File: src/rtl/stopwatch_seg7_driver_if.sv
// Display bus between the stopwatch counter side and the 7-segment scan driver.
interface stopwatch_seg7_driver_if;
   logic [3:0] digit0;
   logic [3:0] digit1;
   logic [3:0] digit2;
   logic [3:0] digit3;
   logic       dp_en;
   logic [3:0] an;
   logic [6:0] seg;
   logic       dp;

   // Counter side: supplies BCD digits and separator enable, observes the pins
   modport master (
      output digit0, digit1, digit2, digit3, dp_en,
      input  an, seg, dp
   );

   // Driver side: consumes digits, drives anode/segment/dp pins
   modport slave (
      input  digit0, digit1, digit2, digit3, dp_en,
      output an, seg, dp
   );
endinterface

File: src/rtl/stopwatch_seg7_driver.sv
// 4-digit time-multiplexed 7-segment driver for the stopwatch (mm.ss).
// Snapshots all digits once per frame, scans one digit per slot with a
// leading blank interval, and registers every pin.
// Optional build macro: SEG7_LZB_EN blanks digit 3 while it holds zero.
module stopwatch_seg7_driver #(
   parameter int unsigned REFRESH_DIV  = 100000,
   parameter int unsigned BLANK_CYCLES = 1000,
   parameter bit          ACTIVE_LOW   = 1'b1
) (
   input logic                    clk,
   input logic                    rst,
   stopwatch_seg7_driver_if.slave disp_io
);

   localparam int unsigned CNT_W = (REFRESH_DIV > 1) ? $clog2(REFRESH_DIV) : 1;
   localparam logic [CNT_W-1:0] CNT_MAX = CNT_W'(REFRESH_DIV - 1);
   localparam logic [3:0] AN_POL  = {4{ACTIVE_LOW}};
   localparam logic [6:0] SEG_POL = {7{ACTIVE_LOW}};

   typedef enum logic [1:0] {DIG0, DIG1, DIG2, DIG3} idx_e;

   idx_e             state_q, state_d;
   logic [CNT_W-1:0] cnt_q, cnt_d;
   logic [3:0][3:0]  shadow_q, shadow_d;
   logic [3:0]       an_q, an_d;
   logic [6:0]       seg_q, seg_d;
   logic             dp_q, dp_d;

   logic             slot_end_c;
   logic             blank_c;
   logic             lzb_c;

   // BCD to active-high gfedcba; non-BCD codes show a dash
   function automatic logic [6:0] decode(input logic [3:0] bcd);
      case (bcd)
         4'd0:    decode = 7'b0111111;
         4'd1:    decode = 7'b0000110;
         4'd2:    decode = 7'b1011011;
         4'd3:    decode = 7'b1001111;
         4'd4:    decode = 7'b1100110;
         4'd5:    decode = 7'b1101101;
         4'd6:    decode = 7'b1111101;
         4'd7:    decode = 7'b0000111;
         4'd8:    decode = 7'b1111111;
         4'd9:    decode = 7'b1101111;
         default: decode = 7'b1000000;
      endcase
   endfunction

   assign slot_end_c = (cnt_q == CNT_MAX);

`ifdef SEG7_LZB_EN
   // Suppress a leading zero in the minutes-tens position
   assign lzb_c = (state_q == DIG3) && (shadow_q[3] == 4'd0);
`else
   assign lzb_c = 1'b0;
`endif

   assign blank_c = (32'(cnt_q) < BLANK_CYCLES) || lzb_c;

   // State, counter, snapshot and pin registers
   always_ff @(posedge clk) begin
      if (rst) begin
         state_q  <= DIG0;
         cnt_q    <= '0;
         shadow_q <= '0;
         an_q     <= AN_POL;
         seg_q    <= SEG_POL;
         dp_q     <= ACTIVE_LOW;
      end else begin
         state_q  <= state_d;
         cnt_q    <= cnt_d;
         shadow_q <= shadow_d;
         an_q     <= an_d;
         seg_q    <= seg_d;
         dp_q     <= dp_d;
      end
   end

   // Slot timing, digit scan, frame snapshot and next pin values
   always_comb begin
      logic [3:0] an_hi;
      logic [6:0] seg_hi;
      logic       dp_hi;

      state_d  = state_q;
      cnt_d    = cnt_q + CNT_W'(1);
      shadow_d = shadow_q;
      an_hi    = '0;
      seg_hi   = '0;
      dp_hi    = 1'b0;

      if (slot_end_c) begin
         cnt_d = '0;
         case (state_q)
            DIG0:    state_d = DIG1;
            DIG1:    state_d = DIG2;
            DIG2:    state_d = DIG3;
            default: begin
               state_d  = DIG0;
               shadow_d = {disp_io.digit3, disp_io.digit2, disp_io.digit1, disp_io.digit0};
            end
         endcase
      end

      if (!blank_c) begin
         an_hi[state_q] = 1'b1;
         seg_hi         = decode(shadow_q[state_q]);
         dp_hi          = (state_q == DIG2) && disp_io.dp_en;
      end

      an_d  = an_hi ^ AN_POL;
      seg_d = seg_hi ^ SEG_POL;
      dp_d  = dp_hi ^ ACTIVE_LOW;
   end

   assign disp_io.an  = an_q;
   assign disp_io.seg = seg_q;
   assign disp_io.dp  = dp_q;

endmodule

File: src/flat_wrapper.sv
// flat-port wrapper written by rule: the top's interface ports become plain ports
module stopwatch_seg7_driver_flat 
#(
   parameter int unsigned REFRESH_DIV  = 100000,
   parameter int unsigned BLANK_CYCLES = 1000,
   parameter bit          ACTIVE_LOW   = 1'b1
)
  (clk, rst, disp_io_digit0, disp_io_digit1, disp_io_digit2, disp_io_digit3, disp_io_dp_en, disp_io_an, disp_io_seg, disp_io_dp);
  stopwatch_seg7_driver_if disp_io_i ();
  input logic clk;
  input logic rst;
  input wire logic [$bits(disp_io_i.digit0)-1:0] disp_io_digit0;
  input wire logic [$bits(disp_io_i.digit1)-1:0] disp_io_digit1;
  input wire logic [$bits(disp_io_i.digit2)-1:0] disp_io_digit2;
  input wire logic [$bits(disp_io_i.digit3)-1:0] disp_io_digit3;
  input wire logic [$bits(disp_io_i.dp_en)-1:0] disp_io_dp_en;
  output wire logic [$bits(disp_io_i.an)-1:0] disp_io_an;
  output wire logic [$bits(disp_io_i.seg)-1:0] disp_io_seg;
  output wire logic [$bits(disp_io_i.dp)-1:0] disp_io_dp;
  assign disp_io_i.digit0 = disp_io_digit0;
  assign disp_io_i.digit1 = disp_io_digit1;
  assign disp_io_i.digit2 = disp_io_digit2;
  assign disp_io_i.digit3 = disp_io_digit3;
  assign disp_io_i.dp_en = disp_io_dp_en;
  assign disp_io_an = disp_io_i.an;
  assign disp_io_seg = disp_io_i.seg;
  assign disp_io_dp = disp_io_i.dp;
  stopwatch_seg7_driver #(.REFRESH_DIV(REFRESH_DIV), .BLANK_CYCLES(BLANK_CYCLES), .ACTIVE_LOW(ACTIVE_LOW)) u_core (.clk(clk), .rst(rst), .disp_io(disp_io_i));
endmodule
File: config.mk
export PLATFORM = sky130hd
export DESIGN_NAME = stopwatch_seg7_driver_flat
export DESIGN_NICKNAME = d
export VERILOG_FILES = /design/src/rtl/stopwatch_seg7_driver_if.sv /design/src/rtl/stopwatch_seg7_driver.sv /design/src/flat_wrapper.sv
export SDC_FILE = /design/constraint.sdc
export NUM_CORES = 1
export LEC_CHECK = 0
export BUFFER_PORTS_ARGS = -buffer_cell sky130_fd_sc_hd__buf_2
export CAP_MARGIN = 15
export CORE_AREA = 5 5 72 74
export DETAILED_ROUTE_END_ITERATION = 6
export DIE_AREA = 0 0 77 79
export MAX_ROUTING_LAYER = met4
export PLACE_DENSITY = 0.76
export SYNTH_ARGS = -nofsm -noshare
export SYNTH_HDL_FRONTEND = slang
export SYNTH_SLANG_ARGS = --single-unit
export TNS_END_PERCENT = 30
File: constraint.sdc
create_clock -name clk -period 2.5 [get_ports clk]
set_clock_uncertainty 0.05 [all_clocks]
set_input_delay 0.5 -clock clk [delete_from_list [all_inputs] [get_ports clk]]
set_output_delay 0.5 -clock clk [all_outputs]
set_load 0.02 [all_outputs]
; ---- After elaboration in Yosys (flattened, before gate mapping)
; Memories as Yosys holds them, arrays and structs flattened.
; Index checks and enable logic that the tools add are counted.
[totals]
inputBits = 19
romBits = 112
output_inout_bits = 12
wordCells = 35
n_memories = 1
regBits = 47
[mem_list]
columns = memory, depth, width, read_ports, rd_ports_with_merged_regs, wr, line
row1 = (name not given), 16, 7, 1, 0, 0, stopwatch_seg7_driver.sv:35  ; case (bcd)
[op_classes]
n_bitwise = 4
n_lt_le_gt_ge = 3
muxes = 8
add_sub_neg = 1
n_reduce_logical = 6
n_eq_ne = 3
[ops]
columns = cell, count
row1 = "adder 17 x 1 -> 17 bit, second input constant", 1
row2 = "== test 17 bit, second input constant", 1
row3 = "less-than comparator 17 x 10 -> 1 bit, second input constant", 1
row4 = binary-select mux 4 bit (select 2 bit), 1
row5 = 2-to-1 mux 4 bit, 2
row6 = 2-to-1 mux 7 bit, 1
row7 = inverter 7 bit, 1
row8 = case mux 2 bit (3 select lines), 1
row9 = inverter 4 bit, 1
row10 = "less-than comparator 2 x 3 -> 1 bit, second input constant", 1
row11 = OR reduction 3 bit, 1
row12 = demux 1 bit (select 2 bit), 1
row13 = "== test 2 x 1 -> 1 bit, second input constant", 1
row14 = "== test 2 bit, second input constant", 1
row15 = "greater-or-equal comparator 2 x 1 -> 1 bit, second input constant", 1
row16 = logical AND 1 bit, 2
row17 = logical NOT 2 bit, 1
row18 = 2-to-1 mux 1 bit, 2
row19 = inverter 1 bit, 2
row20 = AND reduction 2 bit, 1
row21 = OR reduction 2 bit, 1

; ---- Logic depth before layout (Yosys ltp)
; Gate-level depths: netlist of run 1.
[logic_depth]
word_depth = 6
depth_mapped = 8
ltp_nobuf = 6

; ---- Least setup slack after synthesis of run 1
; No wires, ideal clock.
[synth_path]
kind = reg2reg
start = register u_core.state_q[0]
end = register u_core.seg_q[3], in the netlist u_core.disp_io.seg[3]
t_arrival_ns = 1.697
period_less_slack_ns = 1.868
required_time_ns = 2.329
slack_ns = 0.632
setup_time_ns = 0.121
n_path_buf = 1
stages_incl_launch_ff = 7
path_cell_list = dfxtp_1 buf_2 mux4_2 ha_1 or2_1 a21oi_1 o21ai_1
[synth_via]
elab_chain_len = 5
[synth_rtl]
columns = item, line
row1 = from (decl), stopwatch_seg7_driver.sv:22  ; idx_e state_q, state_d;
row2 = from (signal assigned), stopwatch_seg7_driver.sv:71  ; state_q <= state_d;
row3 = binary-select mux 4 bit (select 2 bit), stopwatch_seg7_driver.sv:108  ; seg_hi = decode(shadow_q[state_q]);
row4 = 2-to-1 mux 4 bit (not written as such), stopwatch_seg7_driver.sv:108
row5 = memory (16 x 7 bit), n/a
row6 = 2-to-1 mux 7 bit, stopwatch_seg7_driver.sv:106  ; if (!blank_c) begin
row7 = inverter 7 bit (no source line), n/a
row8 = to (signal assigned), stopwatch_seg7_driver.sv:75  ; seg_q <= seg_d;
row9 = to (decl), stopwatch_seg7_driver.sv:26  ; logic [6:0] seg_q, seg_d;
; Every way passes these cells. The select of a mux whose other input is x is not followed.
; A chain may end at the register's enable or synchronous reset.

; ---- Final worst setup path of run 1
; Ends and elaborated chain as after synthesis.

==> out/metrics.yaml, run 1 <==
diodes: 0
rsz0062_at_grt: "no"
fillerInstances: 429
path_max_fanout: 8
syn_inst: 237
syn_nets: 267
grt.total_usage_pct: 16.6
synth.cell_area_um2: 2200
clkPwrFrac_pct: 45.5
grt_max_degree: 21
drv_cap: 0
grt_pass1_wl_mm: 8.05
dp.cells: 308
layout-drive-gt1-share_pct: 19.5
setup-tns-final_ns: 0
cts-root-buf: "clkbuf_8"
slew_headroom_pct: 58.8
cts_sinks: 47
synthDistinctLibCells: 39
clock_latency_ns: 0.30
crit_buf_inv: 0
grt-ovfl-total: 0
synth.avg_cell_area_um2: 9.30
drc: 0
port_buffers: 30
status: "complete, no violations"
vias: 1809
clkTransAtPathRegs_ns: 0.09
yosysSeqAreaShare_pct: 42.7
cts_buffers: 5
p_int_mw: 1.17
rows: 25
crit_arrival_ns: 2.16
grt_pass1_vias: 1728
cp.required_ns: 2.65
layout.cells.non_filler: 316
via_per_inst: 5.72
area_growth_pct: 13.4
wl_met1_mm: 2.16
hp-class: "primary input to flip-flop"
multiInputGateArea_um2: 1140
slew_violations: 0
dr_wl_met3_um: 298
antenna_found_initial: 0
slowest_stage: "mux4_2"
fp.dieW_um: 77
report.final.hold_viol_count: 0
worst_pin_slew_ns: 0.618
route.met2.wl_mm: 2.22
wl_mm: 4.73
cts_tree: "built"
critPathMaxStageDelay_ns: 0.62
cts_hold_buf: 0
seqCellArea_um2: 941
cp_num_cells: 5
max_clock_freq_mhz: 498
gp_congestion: 0.862
swShare_pct: 19.6
crit_path_start_kind: "flip-flop"
finalCriticalPeriod_ns: 2.01
sequentialPowerShare_pct: 52.1
first_pass_iters: 4
htreeDepth: 2
end_kind: "flip-flop"
die_y_um: 79
post-dp-hpwl_mm: 3.27
clock_path_buffers: 2
post-cts-setup-buffer-count: 0
wl_per_cell_um: 15.0
yosys_warnings: 0
cp_top_family: "multiplexers"
period_share_pct: 80.4
drt_iter0_markers: 104
drtAntennaViolNets: 0
top_layer: "met4"
placed_cell_area_um2: 2360
p_leak_nw: 0.857
ys_ff_latch: 47
start_util_pct: 48.6
worstSetupPathType: "flip-flop to flip-flop"
final-setup-viol-count: 0
core_um2: 4540
hold-path-cell-count: 2
powerDensity_nw_per_um2: 580
path_cells: "mux4_2, ha_1, or2_1, a21oi_1, o21ai_1"
ctsResizeCount: 0
die_area_um2: 6080
io_pins: 31
r2r_cells: 5
power_frac_comb_pct: 2.4
fin_area_um2: 2500
fin_nets: 291
p_switching_mw: 0.284
vdd_ir_drop_max_mv: 0.466
==> cells in the final DEF (no fill, tap or decap), types with 3 or more instances in the layout <==
cell      netlist  layout
dfxtp_1        47      47
buf_2           8      30
a21oi_1        24      24
nand4_1        20      20
nor2_1         19      19
o31ai_1        17      17
nand2_1        11      11
ha_1           11      11
inv_1           9       9
nand3_1         9       9
xor2_1          7       7
o21ai_1         7       7
xnor2_1         6       6
clkbuf_8        0       5
mux4_2          4       4
buf_4           4       4
and4_1          3       3
nor3_1          3       3
==> final cells by class <==
cell class / count / share of cell area (%)
inverters: 9 / 1.35
well taps: 54 / 2.70
clock buffers: 5 / 2.75
repair buffers: 34 / 7.21
multi-input cells: 164 / 45.6
clock inverters: 3 / 2.70
flip-flops and latches: 47 / 37.7
==> sequential cells by signal (all words and copies together), names as in the netlist <==
signal	count
u_core.shadow_q	16
u_core.disp_io.an	4
u_core.state_q	2
u_core.disp_io.seg	7
u_core.disp_io.dp	1
u_core.cnt_q	17
==> layer usage <==
metal  track usage, %  up-vias
li1                 -      908
met1             21.0      849
met2             26.3       47
met3             3.74        5
met4             5.67        0
met5                -        -
==> power by group through the flow <==
stage          combinational (mW)  sequential [mW]  clock [mW]
2_1_floorplan              0.0172            0.773           0
5_1_grt                    0.0382            0.757       0.709
3_5_place_dp               0.0343            0.774           0
4_1_cts                    0.0343            0.756       0.667
6_report                   0.0345            0.756       0.660
3_3_place_gp               0.0343            0.773           0
==> logic make-up after synthesis <==
logic type | after synthesis | share of synthesized area (%)
DFF | 47 | 42.7
and+or+nand+nor | 80 | 20.2
AOI/OAI and AO/OA | 55 | 15.6
adders and majority gates | 11 | 6.25
muxes | 5 | 4.54
xor gates and xnor gates | 13 | 5.17
buffers and inverters | 26 | 5.56
==> Yosys cell counts <==
| library cell | number | area [µm²] |
|---|---|---|
| nor4b_1 | 1 | 8.76 |
| nand2_1 | 11 | 41.3 |
| o2bb2ai_1 | 1 | 8.76 |
| xor2_1 | 7 | 61.3 |
| nor4_1 | 1 | 6.26 |
| nand3_1 | 9 | 45.0 |
| nand4_2 | 1 | 12.5 |
| or3_1 | 1 | 6.26 |
| nand4_1 | 20 | 125 |
| nor2_1 | 19 | 71.3 |
| or3_4 | 1 | 11.3 |
| nor3_1 | 3 | 15.0 |
| nor3b_1 | 1 | 7.51 |
| a21oi_1 | 24 | 120 |
| nand2b_1 | 1 | 6.26 |
| a21oi_2 | 1 | 8.76 |
| clkbuf_1 | 4 | 15.0 |
| or2_1 | 1 | 6.26 |
| o21bai_4 | 1 | 18.8 |
| and2_1 | 2 | 12.5 |
| nor4_2 | 1 | 12.5 |
| o31ai_1 | 17 | 128 |
| and4_1 | 3 | 26.3 |
| o211ai_1 | 1 | 7.51 |
| buf_4 | 4 | 30.0 |
| buf_1 | 1 | 3.75 |
| ha_1 | 11 | 138 |
| mux2i_1 | 1 | 10.0 |
| and4b_1 | 1 | 10.0 |
| a31oi_1 | 1 | 6.26 |
| mux4_2 | 4 | 90.1 |
| and3_1 | 1 | 6.26 |
| o21ai_1 | 7 | 35.0 |
| inv_1 | 9 | 33.8 |
| dfxtp_1 | 47 | 941 |
| o21ai_0 | 2 | 10.0 |
| buf_2 | 8 | 40.0 |
| or4_1 | 2 | 15.0 |
| xnor2_1 | 6 | 52.6 |
==> metrics by stage <==
| step | hold slack, ns | util [%] | worst slack [ns] | total power, mW |
|---|---|---|---|---|
| 6_report | 0.336 | 55.1 | 0.491 | 1.45 |
| 5_1_grt | 0.342 | 55.1 | 0.339 | 1.50 |
| 4_1_cts | 0.335 | 55.1 | 0.480 | 1.46 |
| 3_5_place_dp | 0.408 | 52.1 | 0.494 | 0.808 |
| 3_3_place_gp | 0.395 | 52.1 | 0.526 | 0.808 |
| 2_1_floorplan | 0.380 | - | 0.632 | 0.790 |
==> path summary, 6_finish.rpt <==
kind / end / from / slack [ns]
setup reg to reg: u_core.disp_io.seg[3] / u_core.state_q[0] / 0.49
hold reg to reg: u_core.cnt_q[0] / u_core.cnt_q[0] / 0.42
setup / recovery: u_core.disp_io.seg[3] / u_core.state_q[0] / 0.49
hold / removal: u_core.disp_io.dp / disp_io_dp_en / 0.34
No activity file was read; power rests on OpenSTA's default activity.
==> inputs of run 2 (changes only) <==
Clock period 2.5 ns to 1.85 ns, I/O delays scaled along.
==> out/metrics.yaml, run 2 (same netlist as run 1, synthesis figures left out) <==
path_max_fanout: 4
reg2reg_setup_slack_ns: 0.07
hold-path-cell-count: 2
crit_buf_inv: 0
p_int_mw: 1.45
critPathMaxStageDelay_ns: 0.57
first_pass_iters: 4
clkTransAtPathRegs_ns: 0.09
period_share_pct: 96.3
gp_congestion: 0.880
crit_arrival_ns: 1.92
fp.dieW_um: 77
path_cells: "mux4_2, ha_1, or2_1, a21oi_1, o21ai_1"
clkPwrFrac_pct: 41.1
post-dp-hpwl_mm: 3.35
vias: 1820
layout-drive-gt1-share_pct: 25.1
core_um2: 4540
via_per_inst: 5.53
worst_pin_slew_ns: 0.386
cts_tree: "built"
slew_violations: 0
drv_cap: 0
port_buffers: 30
slew_headroom_pct: 74.3
fin_area_um2: 2610
end_kind: "flip-flop"
setup-tns-final_ns: 0
clock_path_buffers: 2
p_leak_nw: 0.921
powerDensity_nw_per_um2: 698
worstSetupPathType: "flip-flop to flip-flop"
crit_path_start_kind: "flip-flop"
dp.cells: 318
hp-class: "primary input to flip-flop"
cts-root-buf: "clkbuf_8"
grt_max_degree: 21
rows: 25
finalPower_mw: 1.82
start_util_pct: 48.6
placed_cell_area_um2: 2450
max_clock_freq_mhz: 561
slowest_stage: "mux4_2"
die_y_um: 79
io_pins: 31
grt_pass1_vias: 1763
drtAntennaViolNets: 0
swShare_pct: 20.7
rsz0062_at_grt: "no"
wl_per_cell_um: 14.3
cts_buffers: 5
die_area_um2: 6080
htreeDepth: 2
worstHoldStart: "disp_io_dp_en"
grt.total_usage_pct: 16.1
top_register: "u_core.cnt_q"
grt_pass1_wl_mm: 7.97
layout_commonest_cell: "dfxtp_1"
fin_nets: 304
diodes: 0
most-common-layout-cells: "dfxtp_1, buf_2, a21oi_1"
sequentialPowerShare_pct: 56.1
final-setup-viol-count: 0
antenna_found_initial: 0
layout.cells.non_filler: 329
wl_mm: 4.71
grt-ovfl-total: 0
p_switching_mw: 0.377
status: "complete, no violations"
worstReg2RegEnd: "u_core.disp_io.seg[3]"
cp_top_family: "multiplexers"
clock_latency_ns: 0.30
finalCriticalPeriod_ns: 1.78
whs_endpoint: "u_core.disp_io.dp"
cp.required_ns: 1.99
r2r_start: "u_core.state_q[0]"
cts_hold_buf: 0
power_frac_comb_pct: 2.8
largest_reg_flops: 17
r2r_cells: 5
report.final.hold_viol_count: 0
cts_sinks: 47
drt_iter0_markers: 51
vdd_ir_drop_max_mv: 0.520
area_growth_pct: 18.5
drc: 0
[run 2: area by class of cell]
type | instances | area, µm²
Clock buffer | 5 | 68.8
Clock inverter | 3 | 43.8
Fill cell | 399 | 1930
Inverter | 9 | 37.5
Multi-Input combinational cell | 164 | 1150
Sequential cell | 47 | 942
Tap cell | 54 | 67.6
Timing Repair Buffer | 47 | 303
[run 2: through the flow]
step | hold WS [ns] | setup slack, ns | utilization [%]
2_1_floorplan | 0.380 | 0.0223 | -
3_3_place_gp | 0.399 | 0.0777 | 54.0
3_5_place_dp | 0.404 | 0.0430 | 54.0
4_1_cts | 0.214 | 0.0268 | 56.5
5_1_grt | 0.239 | 0.00190 | 57.5
6_report | 0.220 | 0.0683 | 57.5
[run 2: how the worst max path moves through the flow]
stage                     cells after the start               endpoint         startpoint  slack [ns]
final                                         5  u_core.disp_io.seg[3]  u_core.state_q[0]        0.07
after floorplan                               6  u_core.disp_io.seg[3]  u_core.state_q[0]        0.02
after global placement                        5  u_core.disp_io.seg[3]  u_core.state_q[0]        0.08
after detailed placement                      5  u_core.disp_io.seg[3]  u_core.state_q[0]        0.04
after CTS                                     5  u_core.disp_io.seg[3]  u_core.state_q[0]        0.03
after global routing                          5      u_core.state_q[0]    u_core.cnt_q[0]       0.002
[run 2: worst reg2reg max path: stages (launching register included)]
cell	delay (ns)
dfxtp_2	0.38
mux4_2	0.57
ha_1	0.22
or2_1	0.24
a21oi_1	0.15
o21ai_1	0.06
[run 2: power by group through the flow]
| stage | clock, mW | combinational (mW) | sequential, mW |
|---|---|---|---|
| after floorplan | 0 | 0.0233 | 1.04 |
| after global placement | 0 | 0.0454 | 1.05 |
| after detailed placement | 0 | 0.0462 | 1.05 |
| after CTS | 0.767 | 0.0464 | 1.02 |
| after global routing | 0.811 | 0.0575 | 1.02 |
| final | 0.749 | 0.0511 | 1.02 |
[run 2: timing repair]
action,4_1_cts,5_1_grt
endpoints found under the setup margin,0,38
resized for setup,0,5
setup buffers,0,3
[run 2: layer usage]
layer | wire length, µm | GRT usage [%] | vias up
met5 | 0 | - | -
met4 | 60 | 5.50 | 0
met3 | 213 | 3.29 | 7
met2 | 2260 | 26.5 | 31
met1 | 2170 | 19.9 | 847
li1 | - | - | 935
